## src/rtl/ss_mul_16b.sv

```systemverilog
// ss_mul_16b: sequential unsigned shift-add multiplier.
// One shift-add step is taken per clock in RUN, so a WIDTH x WIDTH product
// needs WIDTH steps. Operands are captured when start is accepted, and the
// product registers change only when the final step completes.
module ss_mul_16b #(
   parameter int WIDTH = 16
) (
   input  logic             CLK,
   input  logic             reset,
   input  logic             start,
   input  logic [WIDTH-1:0] a,
   input  logic [WIDTH-1:0] b,
   output logic             busy,
   output logic             done,
   output logic [WIDTH-1:0] prod_hi,
   output logic [WIDTH-1:0] prod_lo
);

   // The step counter needs to hold WIDTH-1. One extra bit of headroom keeps
   // it clear of wrap-around.
   localparam int CW = $clog2(WIDTH) + 1;
   localparam logic [CW-1:0] CNT_ZERO  = {CW{1'b0}};
   localparam logic [CW-1:0] CNT_ONE   = {{(CW-1){1'b0}}, 1'b1};
   localparam logic [CW-1:0] LAST_STEP = CW'(WIDTH - 1);

   typedef enum logic [1:0] {
      S_IDLE = 2'b00,
      S_RUN  = 2'b01,
      S_DONE = 2'b10
   } state_t;

   // One shift-add step. Add the multiplicand into the upper half when the
   // multiplier LSB is set. The add has a carry out. Then shift
   // {carry, acc, multiplier} right by one. The result is {new acc, new mlr}.
   function automatic logic [2*WIDTH-1:0] shift_add_step(
      input logic [WIDTH-1:0] acc,
      input logic [WIDTH-1:0] mlr,
      input logic [WIDTH-1:0] mcand
   );
      logic [WIDTH:0]   sum;
      logic [WIDTH-1:0] addend;
      addend = mlr[0] ? mcand : {WIDTH{1'b0}};
      sum    = {1'b0, acc} + {1'b0, addend};
      return {sum, mlr[WIDTH-1:1]};
   endfunction

   state_t           state_q,   state_d;
   logic [WIDTH-1:0] mcand_q,   mcand_d;
   logic [WIDTH-1:0] acc_q,     acc_d;
   logic [WIDTH-1:0] mlr_q,     mlr_d;
   logic [CW-1:0]    cnt_q,     cnt_d;
   logic [WIDTH-1:0] prod_hi_q, prod_hi_d;
   logic [WIDTH-1:0] prod_lo_q, prod_lo_d;
   logic             busy_q,    busy_d;
   logic             done_q,    done_d;
   logic [2*WIDTH-1:0] step_s;

   // Next-state and datapath logic. This process also handles operand
   // capture, the step counter and the final product load.
   always_comb begin
      state_d   = state_q;
      mcand_d   = mcand_q;
      acc_d     = acc_q;
      mlr_d     = mlr_q;
      cnt_d     = cnt_q;
      prod_hi_d = prod_hi_q;
      prod_lo_d = prod_lo_q;
      busy_d    = 1'b0;
      done_d    = 1'b0;
      step_s    = shift_add_step(acc_q, mlr_q, mcand_q);

      case (state_q)
         S_IDLE, S_DONE: begin
            // A start in DONE is accepted just like a start in IDLE, so
            // back-to-back operations need no idle cycle in between.
            if (start) begin
               mcand_d = a;
               mlr_d   = b;
               acc_d   = {WIDTH{1'b0}};
               cnt_d   = CNT_ZERO;
               state_d = S_RUN;
               busy_d  = 1'b1;
            end else begin
               state_d = S_IDLE;
            end
         end
         S_RUN: begin
            // start is ignored here. The operation in flight runs to the end.
            acc_d = step_s[2*WIDTH-1:WIDTH];
            mlr_d = step_s[WIDTH-1:0];
            if (cnt_q == LAST_STEP) begin
               prod_hi_d = step_s[2*WIDTH-1:WIDTH];
               prod_lo_d = step_s[WIDTH-1:0];
               cnt_d     = CNT_ZERO;
               state_d   = S_DONE;
               done_d    = 1'b1;
            end else begin
               cnt_d     = cnt_q + CNT_ONE;
               state_d   = S_RUN;
               busy_d    = 1'b1;
            end
         end
         default: begin
            state_d = S_IDLE;
         end
      endcase
   end

   // Register all state and the outputs. Reset clears everything
   // asynchronously, which also aborts any operation in flight.
   always_ff @(posedge CLK or negedge reset) begin
      if (!reset) begin
         state_q   <= S_IDLE;
         mcand_q   <= {WIDTH{1'b0}};
         acc_q     <= {WIDTH{1'b0}};
         mlr_q     <= {WIDTH{1'b0}};
         cnt_q     <= CNT_ZERO;
         prod_hi_q <= {WIDTH{1'b0}};
         prod_lo_q <= {WIDTH{1'b0}};
         busy_q    <= 1'b0;
         done_q    <= 1'b0;
      end else begin
         state_q   <= state_d;
         mcand_q   <= mcand_d;
         acc_q     <= acc_d;
         mlr_q     <= mlr_d;
         cnt_q     <= cnt_d;
         prod_hi_q <= prod_hi_d;
         prod_lo_q <= prod_lo_d;
         busy_q    <= busy_d;
         done_q    <= done_d;
      end
   end

   assign busy    = busy_q;
   assign done    = done_q;
   assign prod_hi = prod_hi_q;
   assign prod_lo = prod_lo_q;

endmodule
```

## config.mk

```make
export PLATFORM = sky130hd
export DESIGN_NAME = ss_mul_16b
export DESIGN_NICKNAME = d
export VERILOG_FILES = /design/src/rtl/ss_mul_16b.sv
export SDC_FILE = /design/constraint.sdc
export NUM_CORES = 1
export LEC_CHECK = 0
export CAP_MARGIN = 20
export CORE_MARGIN = 5
export CORE_UTILIZATION = 30
export DETAILED_ROUTE_END_ITERATION = 12
export HOLD_SLACK_MARGIN = 0.05
export PLACE_DENSITY = 0.58
export SYNTH_ARGS = -nofsm -noshare
export SYNTH_HDL_FRONTEND = slang
export SYNTH_SLANG_ARGS = --single-unit
```

## constraint.sdc

```tcl
create_clock -name CLK -period 3 [get_ports CLK]
set_clock_uncertainty 0.15 [all_clocks]
set_input_delay 0.3 -clock CLK [delete_from_list [all_inputs] [get_ports CLK]]
set_output_delay 0.3 -clock CLK [all_outputs]
set_load 0.02 [all_outputs]
```

==> impl_results.md, run 1 <==
* Synthesized area per cell at 10.3 sq um
* Met1 Routed Length at 4.76 mm
* Via count at 3230
* Synth area leaders: dfrtp_1 52%, nand2_1 8.3%, mux2_2 7.7%, ha_1 5.0%, a22o_1 3.1%
* Ratio of cells with drive above 1 in the final layout at 13.8%
* Sink Count at 88
* Worst-Skew Late Latency at 0.34 ns
* Peak Freq at 0.349 GHz
* Routed WL per cell at 15.1 microns
* Gate power share at 52.8%
* Worst setup EP type: register
* Register area share after synthesis at 51.7%
* Initial drt markers at 93
* Slew Viols, Final at 0
* Nets at 534
* Worst rel slew slack at 64.3%
* Period minus WS final at 2.86 ns
* Sequential share of power at 30.7%
* Die area at 0.0167 sq mm
* Switching Fraction at 40.3%
* First-pass GRT wire length at 16.9 mm
* Synth warn at 0
* Clock power share at 16.5%
* Fin worst setup slack at 0.136 ns
* Worst hold path type: in -> async
* Rows at 43
* R2R depth at 9
* Clock transition at the registers of the reported paths at 0.06 ns
* Pleak at 0.00239 uW
* CP max FO at 9
* Number of flops mapped to enable cells by yosys at 0
* Drt via density at 4.86
* Count leader, synth: nand2_1
* WP data required at 3.07 ns
* Largest net degree at the start of global routing at 49
* Fin util at 39.6%
* GRT Util Overall at 12.6%
* IO buf count at 68
* Run status: complete, no violations
* WP data arrival at 2.94 ns
* Library cells used by synthesis at 46
* Max incr delay on CP at 0.45 ns
* Maximum buffer depth of the clock tree at 2
* Syn nets at 466
* Hold_buf cts at 1
* DP Worst Slack at 0.169 ns
* Placer Congestion at 0.813
* Vias in the first global route at 3518
* CTS root buffer: clkbuf_16
* Core Region at 0.0139 sq mm
* Reg-to-Reg End: prod_hi[9]
* Synthesized instance count at 413
* DRC viols at 0
* Synth top area share at 51.7%
* CP Launch Type: register
* Most used DFF post-synth: dfrtp_1
* Final Cell Area at 0.00550 sq mm
* PD cells at 1260 mW/mm^2
* Die height at 129 microns
* N_diodes at 0
* Met2 wire length at 4.49 mm
* Number of top-level pins at 69
* Switching power at 2790 uW
* CTS resizes at 0
* H-tree Lvls at 3
* Initial Utilization at 30.7%
* Placed inst area at 0.00518 sq mm
* Post-Syn Area at 0.00426 sq mm
* Cell-internal power at 4140 uW
* Maximum VDD drop at 0.455 mV
* CTS tree: yes
* Slowest cell on the critical path: dfrtp_1
* Worst-path cell chain: and2_1 -> ha_1 -> fa_1 -> a21oi_1 -> o211ai_1 -> a41oi_1 -> o21ai_1 -> xor2_1 -> mux2_2
* Synth area leader: dfrtp_1
* Ys async rst share at 100%
* Final Hold Fails at 0
* FF-to-FF setup slack at 0.14 ns
* #FFs+latches synth at 88
* Setup bufs post-CTS at 0
* Cts bufs inserted at 9
* Inst Count DP at 649
* Max Cap Viol at 0
* DRT Wirelength at 10.1 mm
* Worst-Margin Slew at 0.536 ns
* Crit Path Category: reg -> reg
* Top Layer Used: met4
* Initial antenna violation count at 0
* Post-DP HPWL at 6.98 mm
* Final setup fails at 0
* DR pass1 iterations at 4
* Setup tns final at 0 ns
* Fin crit share at 95.5%
* Final antenna-violating net count at 0
* Area Growth Syn to Fin at 29.0%
* Post-synth top cells: 94 x nand2_1, 88 x dfrtp_1, 30 x nor2_1
* RSZ-0062 raised after global routing: no
* Grt ovf at 0
* Routed wl met3 at 675 microns
* FF-to-FF Start: mlr_q[0]
* Die width at 129 microns
* Finished Layout Cells at 665
## power groups by stage
stage | combinational, uW | clock, uW | sequential, uW
3_3_place_gp | 3610 | 0 | 2140
5_1_grt | 4080 | 1230 | 2210
6_report | 3660 | 1150 | 2130
3_5_place_dp | 3690 | 0 | 2140
2_1_floorplan | 2360 | 0 | 2310
4_1_cts | 3700 | 1180 | 2140
## layout by cell type (no fill, tap or decap), types with 3 or more instances in the layout
master	count
a21oi_1	13
a22o_1	15
a31oi_1	20
and2_1	17
buf_4	8
clkbuf_16	9
clkdlybuf4s50_1	67
dfrtp_1	88
ha_1	17
inv_1	4
mux2_2	29
nand2_1	94
nand3_1	4
nor2_1	30
nor2b_1	3
o21a_1	3
o21ai_0	8
xnor2_1	4
xor2_1	7
## final cells by class
type	instances	area, sq um
tap	180	225
fill	1380	8380
inverter	4	15.0
sequential	88	2200
timing repair buffer	78	781
clock buffer	11	253
clock inverter	4	53.8
multi-input combinational	300	1970
## how the worst max path moves through the flow
stage / startpoint / endpoint / slack (ns) / cells past startpoint
6_report: mlr_q[0] / prod_hi[9] / 0.14 / 9
5_1_grt: mlr_q[0] / prod_hi[9] / 0.008 / 9
4_1_cts: mlr_q[0] / prod_hi[9] / 0.14 / 9
3_5_place_dp: mlr_q[0] / prod_hi[9] / 0.17 / 9
3_3_place_gp: mlr_q[0] / prod_hi[9] / 0.25 / 9
2_1_floorplan: mlr_q[0] / prod_hi[9] / 0.31 / 10
## per-layer routing
metal	global-route usage, %	vias up
met2	19.9	62
li1	-	1565
met3	4.99	12
met5	0	-
met1	16.1	1591
met4	3.89	0
## worst max-delay path: cells and delay by family (launching register included)
| family | cells | cell delay, ns |
|---|---|---|
| fa+ha+maj | 2 | 0.65 |
| mux | 1 | 0.27 |
| xor+xnor | 1 | 0.16 |
| simple gates | 1 | 0.17 |
| flops | 1 | 0.45 |
| compound gates | 4 | 0.89 |
## per-stage QoR
stage / power [uW] / hold slack (ns)
2_1_floorplan: 4660 / -0.146
3_3_place_gp: 5760 / 0.168
3_5_place_dp: 5830 / 0.174
4_1_cts: 7020 / 0.325
5_1_grt: 7510 / 0.337
6_report: 6940 / 0.313
## flip-flops by register name, summed over array words and instances, names as in the netlist
| name | cells |
|---|---|
| state_q | 2 |
| mlr_q | 16 |
| prod_hi | 16 |
| done | 1 |
| acc_q | 16 |
| prod_lo | 16 |
| cnt_q | 5 |
| mcand_q | 16 |
## kinds of logic after synthesis
kind of cell               synth area share, %
adders and majority gates                 5.46
AOI/OAI and AO/OA                         13.5
xor gates and xnor gates                  2.26
muxes                                     8.13
buffers and inverters                     2.32
and+or+nand+nor                           16.6
DFF                                       51.7
Note: power is estimated with default switching activity, not from simulation.
==> run 2, diff against run 1 <==
Settings changed: GPL_ROUTABILITY_DRIVEN set to 0, MAX_ROUTING_LAYER set to met4.
==> run 2 against run 1 <==
Compared with the run above:
- critical path depth stayed put
- highest routed layer unchanged
- core utilization did not move
- first-iteration DRC count rose by 31%
- wire length is essentially flat
- critical path type unchanged
- largest power group unchanged
==> impl_results.md, run 2 (same netlist as run 1, synthesis figures left out) <==
* Die area at 0.0167 sq mm
* Die width at 129 microns
* Grt ovf at 0
* Crit Path Category: reg -> reg
* Inst Count DP at 649
* Pleak at 0.00239 uW
* Area Growth Syn to Fin at 29.0%
* Number of top-level pins at 69
* Post-DP HPWL at 6.98 mm
* RSZ-0062 raised after global routing: no
* Die height at 129 microns
* Final antenna-violating net count at 0
* CP Launch Type: register
* DR pass1 iterations at 4
* CTS root buffer: clkbuf_16
* Worst rel slew slack at 64.2%
* Slowest cell on the critical path: dfrtp_1
* Initial Utilization at 30.7%
* Nets at 534
* Core Region at 0.0139 sq mm
* N_diodes at 0
* Met1 usage at 16.3%
* Maximum VDD drop at 0.455 mV
* PD cells at 1260 mW/mm^2
* Max Cap Viol at 0
* DRC viols at 0
* R2R depth at 9
* Clock transition at the registers of the reported paths at 0.06 ns
* Peak Freq at 0.349 GHz
* CTS resizes at 0
* Initial drt markers at 122
* WP data required at 3.07 ns
* Period minus WS final at 2.86 ns
* Grt met3 use at 4.33%
* Setup tns final at 0 ns
* Via count at 3225
* Most common cell after layout, fill and taps aside: nand2_1
* Crit path to: prod_hi[9]
* IO buf count at 68
* Finished Layout Cells at 665
* Worst-Margin Slew at 0.537 ns
* Met2 Resource Use GR at 19.8%
* Cts bufs inserted at 9
* Vias in the first global route at 3508
* CTS tree: yes
* Max incr delay on CP at 0.45 ns
* Largest net degree at the start of global routing at 49
* Setup bufs post-CTS at 0
* FF-to-FF setup slack at 0.14 ns
* Sink Count at 88
* Routed WL per cell at 15.1 microns
* Final setup fails at 0
* Worst setup EP type: register
* DRT Wirelength at 10.1 mm
* First-pass GRT wire length at 16.9 mm
* Fin crit share at 95.4%
* Worst-Skew Late Latency at 0.34 ns
* Pwr Total at 6930 uW
* Maximum buffer depth of the clock tree at 2
* WP data arrival at 2.93 ns
* Worst hold path type: in -> async
* Commonest non-fill, non-tap cells in the layout: 94 x nand2_1, 88 x dfrtp_1, 67 x clkdlybuf4s50_1
* Ratio of cells with drive above 1 in the final layout at 13.8%
* Drt via density at 4.85
* Critical path launch point: mlr_q[0]
* Reg-to-Reg End: prod_hi[9]
* CP max FO at 9
* FF-to-FF Start: mlr_q[0]
* Initial antenna violation count at 0
* Run status: complete, no violations
* GRT busiest layer: met2
* Worst-path cell chain: and2_1 -> ha_1 -> fa_1 -> a21oi_1 -> o211ai_1 -> a41oi_1 -> o21ai_1 -> xor2_1 -> mux2_2
* Fin util at 39.6%
* Min Hold Slack at 0.314 ns
* H-tree Lvls at 3
* GRT Util Overall at 13.0%
* Rows at 43
* Final Hold Fails at 0
* Slew Viols, Final at 0
-- run 2: worst min path at each step --
stage / slack [ns] / start / endpoint / depth (start not counted)
6_report: 0.31 / reset / prod_lo[12] / 2
5_1_grt: 0.34 / a[12] / mcand_q[12] / 3
4_1_cts: 0.33 / a[14] / mcand_q[14] / 3
3_5_place_dp: 0.17 / reset / prod_lo[12] / 1
3_3_place_gp: 0.17 / reset / prod_lo[12] / 1
2_1_floorplan: -0.15 / reset / acc_q[0] / 0
-- run 2: routing by layer --
| metal | up-vias | wire [microns] |
|---|---|---|
| li1 | 1565 | - |
| met2 | 65 | 4480 |
| met5 | - | 0 |
| met4 | 0 | 174 |
| met1 | 1583 | 4800 |
| met3 | 12 | 608 |
-- run 2: area by class of cell --
class	instances	area (sq um)
well taps	180	225
fillers	1380	8380
inverters	4	15.0
multi-input cells	300	1970
clock buffers	11	253
clock inverters	4	53.8
repair buffers	78	781
flip-flops and latches	88	2200
-- run 2: worst max-delay path: cells and delay by family (launching register included) --
family	cells	cell delay [ns]
AOI/OAI and AO/OA	4	0.89
adders and majority gates	2	0.65
DFF	1	0.45
muxes	1	0.27
and+or+nand+nor	1	0.17
xor gates and xnor gates	1	0.16
-- run 2: power by group --
| group | internal (uW) | switching (uW) | total [uW] |
|---|---|---|---|
| combinational | 1690 | 1970 | 3660 |
| sequential | 1770 | 361 | 2130 |
| clock | 687 | 460 | 1150 |
| total | 4140 | 2790 | 6930 |
-- run 2: stage by stage --
step | cell area, sq um | setup WS, ns
2_1_floorplan | 4260 | 0.315
3_3_place_gp | 5180 | 0.252
3_5_place_dp | 5180 | 0.169
4_1_cts | 5500 | 0.139
5_1_grt | 5500 | 0.00777
6_report | 5500 | 0.139
-- run 2: what timing repair did --
item / 4_1_cts / 5_1_grt
hold endpoints to repair: 40 / 0
hold buffers: 1 / 0
endpoints found under the setup margin: 0 / 0
==> run 3, diff against run 2 <==
Settings changed: CORE_ASPECT_RATIO set to 1.75, CTS_CLUSTER_DIAMETER set to 200.
==> run 3 against run 2 <==
Compared with the run above:
- power is 1.3% lower
- via count increased by 0.81%
- clock-buffer cell count fell by 1
- final cell count fell by 0.15%
- critical path depth unchanged
- combinational power rose by 1%
- final area is 0.93% lower
- wire length is 2.1% higher
- critical path type unchanged
==> impl_results.md, run 3 (same netlist as run 1, synthesis figures left out) <==
* CTS resizes at 0
* Die width at 100 microns
* Area Growth Syn to Fin at 27.8%
* Fin crit share at 93.6%
* WP data arrival at 2.88 ns
* Ratio of cells with drive above 1 in the final layout at 14.2%
* CP Launch Type: register
* IO buf count at 68
* Core Region at 0.0139 sq mm
* Post-DP HPWL at 7.62 mm
* H-tree Lvls at 3
* Commonest non-fill, non-tap cells in the layout: 94 x nand2_1, 88 x dfrtp_1, 67 x clkdlybuf4s50_1
* Worst hold path type: reg -> reg
* Crit Path Category: reg -> reg
* Gate power share at 54.1%
* Clock transition at the registers of the reported paths at 0.06 ns
* Inst Count DP at 649
* Layout fillers at 1394
* Finished Layout Cells at 664
* Cell-internal power at 4040 uW
* Worst-Skew Late Latency at 0.33 ns
* Final Hold Fails at 0
* Multi-input gate area at 0.00197 sq mm
* Switching Fraction at 41.0%
* DR pass1 iterations at 4
* N_diodes at 0
* Initial drt markers at 130
* DRC viols at 0
* Slew Viols, Final at 0
* Hold Path Origin: mcand_q[0]
* Fin util at 39.2%
* Sequential share of power at 31.3%
* Clock power share at 14.6%
* Worst setup EP type: register
* Pleak at 0.00239 uW
* CP max FO at 8
* First-pass GRT wire length at 17.2 mm
* Initial Utilization at 30.6%
* WP data required at 3.07 ns
* Drt via density at 4.90
* Maximum buffer depth of the clock tree at 2
* Pwr Total at 6840 uW
* CTS tree: yes
* GRT Util Overall at 13.1%
* Die height at 168 microns
* Maximum VDD drop at 0.586 mV
* Run status: complete, no violations
* Die area at 0.0168 sq mm
* Grt ovf at 0
* FF-to-FF Start: mlr_q[0]
* Rows at 57
* Routed WL per cell at 15.5 microns
* Final setup fails at 0
* Final antenna-violating net count at 0
* Switching power at 2810 uW
* Vias in the first global route at 3477
* Final Cell Area at 0.00545 sq mm
* Via count at 3251
* Max Cap Viol at 0
* Worst-Margin Slew at 0.558 ns
* PD cells at 1260 mW/mm^2
* Nets at 537
* Number of top-level pins at 69
* Most common cell after layout, fill and taps aside: nand2_1
* DRT Wirelength at 10.3 mm
* Largest net degree at the start of global routing at 45
* Sink Count at 88
* Worst rel slew slack at 62.8%
* Setup tns final at 0 ns
* CTS root buffer: clkbuf_16
* Critical path launch point: mlr_q[0]
* RSZ-0062 raised after global routing: no
* Reg area at 0.00220 sq mm
* Peak Freq at 0.356 GHz
* Period minus WS final at 2.81 ns
* Initial antenna violation count at 0
* Cts bufs inserted at 9
* Placed inst area at 0.00517 sq mm
run 3: changes by cell type in the layout (fill, tap and decap cells not counted), sizes merged:
cell      before  now
buf           10   13
clkinv         1    3
bufinv         1    0
clkbuf        11   10
clkinvlp       2    1
run 3: worst paths after layout:
kind                                   end  slack (ns)  cells after the start
worst min-delay path            mcand_q[0]        0.32                      2
max in group asynchronous       prod_hi[8]        1.62                      3
worst max-delay path            prod_hi[9]        0.19                      9
min in group asynchronous       prod_hi[6]        0.35                      2
worst min register to register  mcand_q[0]        0.32                      2
worst max register to register  prod_hi[9]        0.19                      9
run 3: final cells by class:
cell class / instances / area share [%]
clock buffer: 10 / 4.39
timing repair buffer: 81 / 14.3
tap: 177 / 4.07
multi-input combinational: 300 / 36.1
sequential: 88 / 40.4
clock inverter: 4 / 0.414
inverter: 4 / 0.276
run 3: per-layer routing:
layer	part of all wire, %	vias to the layer above	GRT usage [%]
li1	-	1569	-
met1	42	1590	15.6
met2	53	76	22.2
met3	3.6	16	2.58
met4	1.6	0	4.16
met5	0	-	-
run 3: timing repair:
action / in CTS / in global routing
hold buffers: 1 / 0
endpoints found under the hold margin: 42 / 0
buffers inserted: 0 / 0
run 3: power groups by stage:
stage	Combinational (uW)	Clock [uW]	Sequential (uW)
after floorplan	2360	0	2310
after global placement	3650	0	2150
after detailed placement	3740	0	2160
after CTS	3750	1030	2150
after global routing	4120	1080	2220
final	3700	1000	2140
run 3: critical path, stage by stage (launching register included):
cell and delay, ns:
dfrtp_1 0.44, and2_1 0.17, ha_1 0.23, fa_1 0.42
a21oi_1 0.21, o211ai_1 0.15, a41oi_1 0.35, o21ai_1 0.13
xor2_1 0.17, mux2_2 0.28
run 3: metrics by stage:
stage                     setup slack, ns  hold slack, ns
final                               0.193           0.324
after global routing               0.0354           0.341
after CTS                           0.229           0.326
after detailed placement            0.249           0.190
after global placement              0.315           0.173
after floorplan                     0.315          -0.146
==> RTL edit 1 (config.mk and constraints of run 2) <==
Reset style: synchronous (`reset`), changed in one clocked block. Comments in the files are not updated.
--- a/src/rtl/ss_mul_16b.sv
+++ b/src/rtl/ss_mul_16b.sv
@@ -108,7 +108,7 @@
 
    // Register all state and the outputs. Reset clears everything
    // asynchronously, which also aborts any operation in flight.
-   always_ff @(posedge CLK or negedge reset) begin
+   always_ff @(posedge CLK) begin
       if (!reset) begin
          state_q   <= S_IDLE;
          mcand_q   <= {WIDTH{1'b0}};
Behaviour: differs if reset is asserted again (counterexample within 4 cycles, from zero or initial values and one cycle with reset low); with reset held inactive, the same outputs for 10 cycles.
==> RTL edit 1 against run 2 <==
Setup slack better by 0.14 ns. Area after synthesis is 0.62% lower. Sequential share of layout area is 7.4 points lower. Final area is 1.7% lower. Sequential cell count stayed put. Non-clock buffer count is 3 higher. Via count is 23% higher. Wire length is 15% higher. Largest cell class is now multi-input gates.
Power is not compared: it rests on default switching activity, and its combinational part moved more than twofold at a synthesized area within 25%.
==> RTL edit 1: results (changes against run 2) <==
- Slowest stage delay, CP: 0.42 ns (-0.03 ns)
- Wire per inst: 14.9 um (-1.9%)
- Area after DPL: 0.00510 sq mm (-1.5%)
- Final worst path period share: 0.907 (-0.0467)
- Fraction of area in multi-input gates: 0.429 (+0.0714)
- Sequential area share after synthesis: 0.416 (-0.101)
- Comb_multi_in: 409 (+36%)
- Top post-synthesis cells by count: 136 x nand2_1, 88 x dfxtp_1, 60 x a21oi_1
- Layout cells sized above 1: 0.0684 (-0.0697)
- Synthesized area per cell: 7.86 sq um (-24%)
- Met1 Use GR: 0.192 (+0.0293)
- M1 wire length: 5.54 mm (+15%)
- Vias/cell: 5.11 (+5.3%)
- Buffering overhead: 0.144 (+0.00204)
- First-pass GRT wire length: 18.8 mm (+11%)
- Worst R2R End: acc_q[15]
- Initial drt markers: 243 (+99%)
- FF+latch area: 0.00176 sq mm (-20%)
- Overall Global Routing Usage: 0.144 (+0.0132)
- CTS H-tree depth: 3 (unchanged)
- Max-slew headroom: 0.506 (-0.136)
- Die area: 0.0166 sq mm (-0.57%)
- Inverters, non-clock: 5 (+1)
- WL met2: 5.36 mm (+20%)
- Non-clock buffer count: 81 (+3.8%)
- GR Util met2: 0.220 (+0.0220)
- Syn Nets: 592 (+27%)
- HP Class: register to register
- Met3 wire length: 471 um (-23%)
- Top cells by area, synth: dfxtp_1 42%, nand2_1 12%, a21oi_1 7.1%
- Highest-delay cell along the critical path: fa_1
- Max-slew violations: 0 (unchanged)
- Drt total wl: 11.6 mm (+15%)
- Post-DP HPWL: 8.53 mm (+22%)
- Final hold slack: 0.302 ns (-0.0122 ns)
- WP data arrival: 2.78 ns (-0.15 ns)
- Filler cells: 1,465 (+6.2%)
- FF+latch count: 88 (unchanged)
- Status: finished clean
- Count of cell types in the netlist: 53 (+15%)
- N_diodes: 0 (unchanged)
- Number of global-route vias before repair: 3,789 (+8.0%)
- ClkCell Share: 0.0553 (-0.000408)
- Nets: 647 (+21%)
- Placed cells: 763 (+18%)
- Reg-to-reg startpoint: mlr_q[0]
-- RTL edit 1: cell count changes in the layout (fill, tap and decap cells not counted), sizes merged, moves of 13 or more --
cell | run 2 | this run
a21oi | 14 | 60
a31oi | 20 | 3
a22o | 15 | 2
dfrtp | 88 | 0
a311oi | 0 | 17
mux2 | 29 | 0
nand2 | 95 | 136
dfxtp | 0 | 88
-- RTL edit 1: cells by family after synthesis --
kind of cell | count (synthesis) | synth area share
AND/OR/NAND/NOR | 240 | 0.250
AO/OA/AOI/OAI | 142 | 0.222
flip-flops | 88 | 0.416
buffers and inverters | 42 | 0.0375
adder cells (fa/ha/maj) | 18 | 0.0549
XOR/XNOR | 7 | 0.0145
multiplexers | 2 | 0.00473
-- RTL edit 1: power breakdown --
part	leakage (uW)	internal (uW)	total (uW)	switching [uW]
Clock	0.000147	587	1100	516
Combinational	0.00117	101	237	136
Sequential	0.000715	1210	1240	28.4
==> RTL edit 2 (settings of run 2) <==
Made on the original files. The parameter `WIDTH` goes from 16 to 32.
--- a/src/rtl/ss_mul_16b.sv
+++ b/src/rtl/ss_mul_16b.sv
@@ -3,7 +3,7 @@
 // needs WIDTH steps. Operands are captured when start is accepted, and the
 // product registers change only when the final step completes.
 module ss_mul_16b #(
-   parameter int WIDTH = 16
+   parameter int WIDTH = 32
 ) (
    input  logic             CLK,
    input  logic             reset,
Ports: changed (resized a, b, prod_hi and prod_lo); port bits go from 69 to 133. The function was not compared with the original's and may differ.
==> RTL edit 2 against run 2 <==
The flow now finishes with violations (setup timing). Highest routed layer unchanged. Sequential cell count up 81. Total power up 85%. Final area up 110%. Setup slack worse by 0.15 ns. Hold slack better by 0.0076 ns. Wire length up 130%. First-iteration DRC count rose to 4.3 times the old value. Final cell count up 110%. Area after synthesis up 99%.
==> RTL edit 2: results (changes against run 2) <==
- Status: complete, but fails checks
- Failing checks: setup timing
- Met3 wire length: 810 um (+33%)
- Top post-synthesis cells by count: 181 x nand2_1, 169 x dfrtp_1, 52 x mux2_2, 52 x o21ai_0, 36 x mux2i_1
- Worst R2R End: prod_hi[31]
- First-pass GRT wire length: 35.7 mm (+110%)
- Pin count of the biggest net entering global routing: 83 (+69%)
- Worst-path fanout max: 7 (-2)
- Wire per inst: 16.4 um (+8.6%)
- Post-DP HPWL: 15.4 mm (+120%)
- Setup ws final: -0.00638 ns (-0.145 ns)
- Layout cells sized above 1: 0.223 (+0.0853)
- Slowest stage delay, CP: 0.43 ns (-0.02 ns)
- Leakage: 0.00539 uW (+130%)
- WL met2: 10.5 mm (+130%)
- Vias/cell: 4.80 (-0.95%)
- Reported net switching power: 5020 uW (+80%)
- CTS H-tree depth: 4 (+1)
- Count of cell types in the netlist: 57 (+24%)
- M1 wire length: 11.3 mm (+140%)
- Syn Nets: 928 (+99%)
- HP Class: register to register
- TritonCTS Buffers: 17 (+8)
- Max-slew headroom: 0.442 (-0.200)
- Nets: 1,104 (+110%)
- Overall Global Routing Usage: 0.144 (+0.0140)
- Clock latency on the worst-skew pair: 0.43 ns (+0.09 ns)
- Area after DPL: 0.0107 sq mm (+110%)
- I/O Buffers: 132 (+94%)
- Dpl ws: -0.126 ns (-0.295 ns)
- Number of global-route vias before repair: 6,872 (+96%)
- Cell count of the worst reg-to-reg path: 10 (+1)
- Final Setup Violations: 1 (+1)
RTL edit 2: cell families after synthesis:
family,count (synthesis),share of synthesized area
and+or+nand+nor,276,0.144
AOI/OAI and AO/OA,176,0.141
DFF,169,0.497
muxes,88,0.111
buffers and inverters,55,0.0256
adders and majority gates,34,0.0509
xor gates and xnor gates,29,0.0299
RTL edit 2: power groups by stage:
stage	Combinational, uW	Clock, uW	Sequential (uW)
global placement	5880	0	3940
CTS	6050	2340	3930
global route	7210	2450	4100
finish	6600	2270	3960
detailed placement	5950	0	3960
floorplan	3070	0	4350
RTL edit 2: per-stage QoR:
step / util / std cells / TNS, ns
final: 0.423 / 1394 / -0.00638
after global routing: 0.423 / 1394 / -1.06
after CTS: 0.406 / 1388 / -0.00604
after detailed placement: 0.382 / 1354 / -0.617
after global placement: 0.382 / 1354 / -0.0350
after floorplan: - / 827 / 0
RTL edit 2: timing repair:
item | CTS | global route
endpoints found under the hold margin | 80 | 0
pin swaps | 3 | 21
setup buffers | 1 | 6
endpoints found under the setup margin | 18 | 28
hold buffers | 1 | 0
gates cloned | 0 | 1
resized for setup | 10 | 80
RTL edit 2: how the worst min path moves through the flow:
stage / start / endpoint / slack [ns] / cells past startpoint
floorplan: reset / acc_q[0] / -0.15 / 0
global placement: reset / mcand_q[26] / 0.28 / 1
detailed placement: reset / prod_lo[6] / 0.28 / 1
CTS: a[8] / mcand_q[8] / 0.31 / 2
global route: a[8] / mcand_q[8] / 0.31 / 2
finish: prod_lo[6] / prod_lo[6] / 0.32 / 2
RTL edit 2: layer usage:
layer  up-vias  track usage
li1       3245            -
met1      3280        0.201
met2       149        0.219
met3        22       0.0265
met4         0       0.0371
met5         -            -
RTL edit 2: cell type report:
| type | instances | share of cell area |
|---|---|---|
| Clock buffer | 18 | 0.0373 |
| Clock inverter | 14 | 0.0136 |
| Inverter | 10 | 0.00319 |
| Multi-Input combinational cell | 603 | 0.383 |
| Sequential cell | 169 | 0.359 |
| Tap cell | 378 | 0.0402 |
| Timing Repair Buffer | 202 | 0.164 |
RTL edit 2: worst min-delay path: stages, from the launching register on:
cell,delay [ns]
dfrtp_1,0.34
nand2_1,0.05
nand2_1,0.05
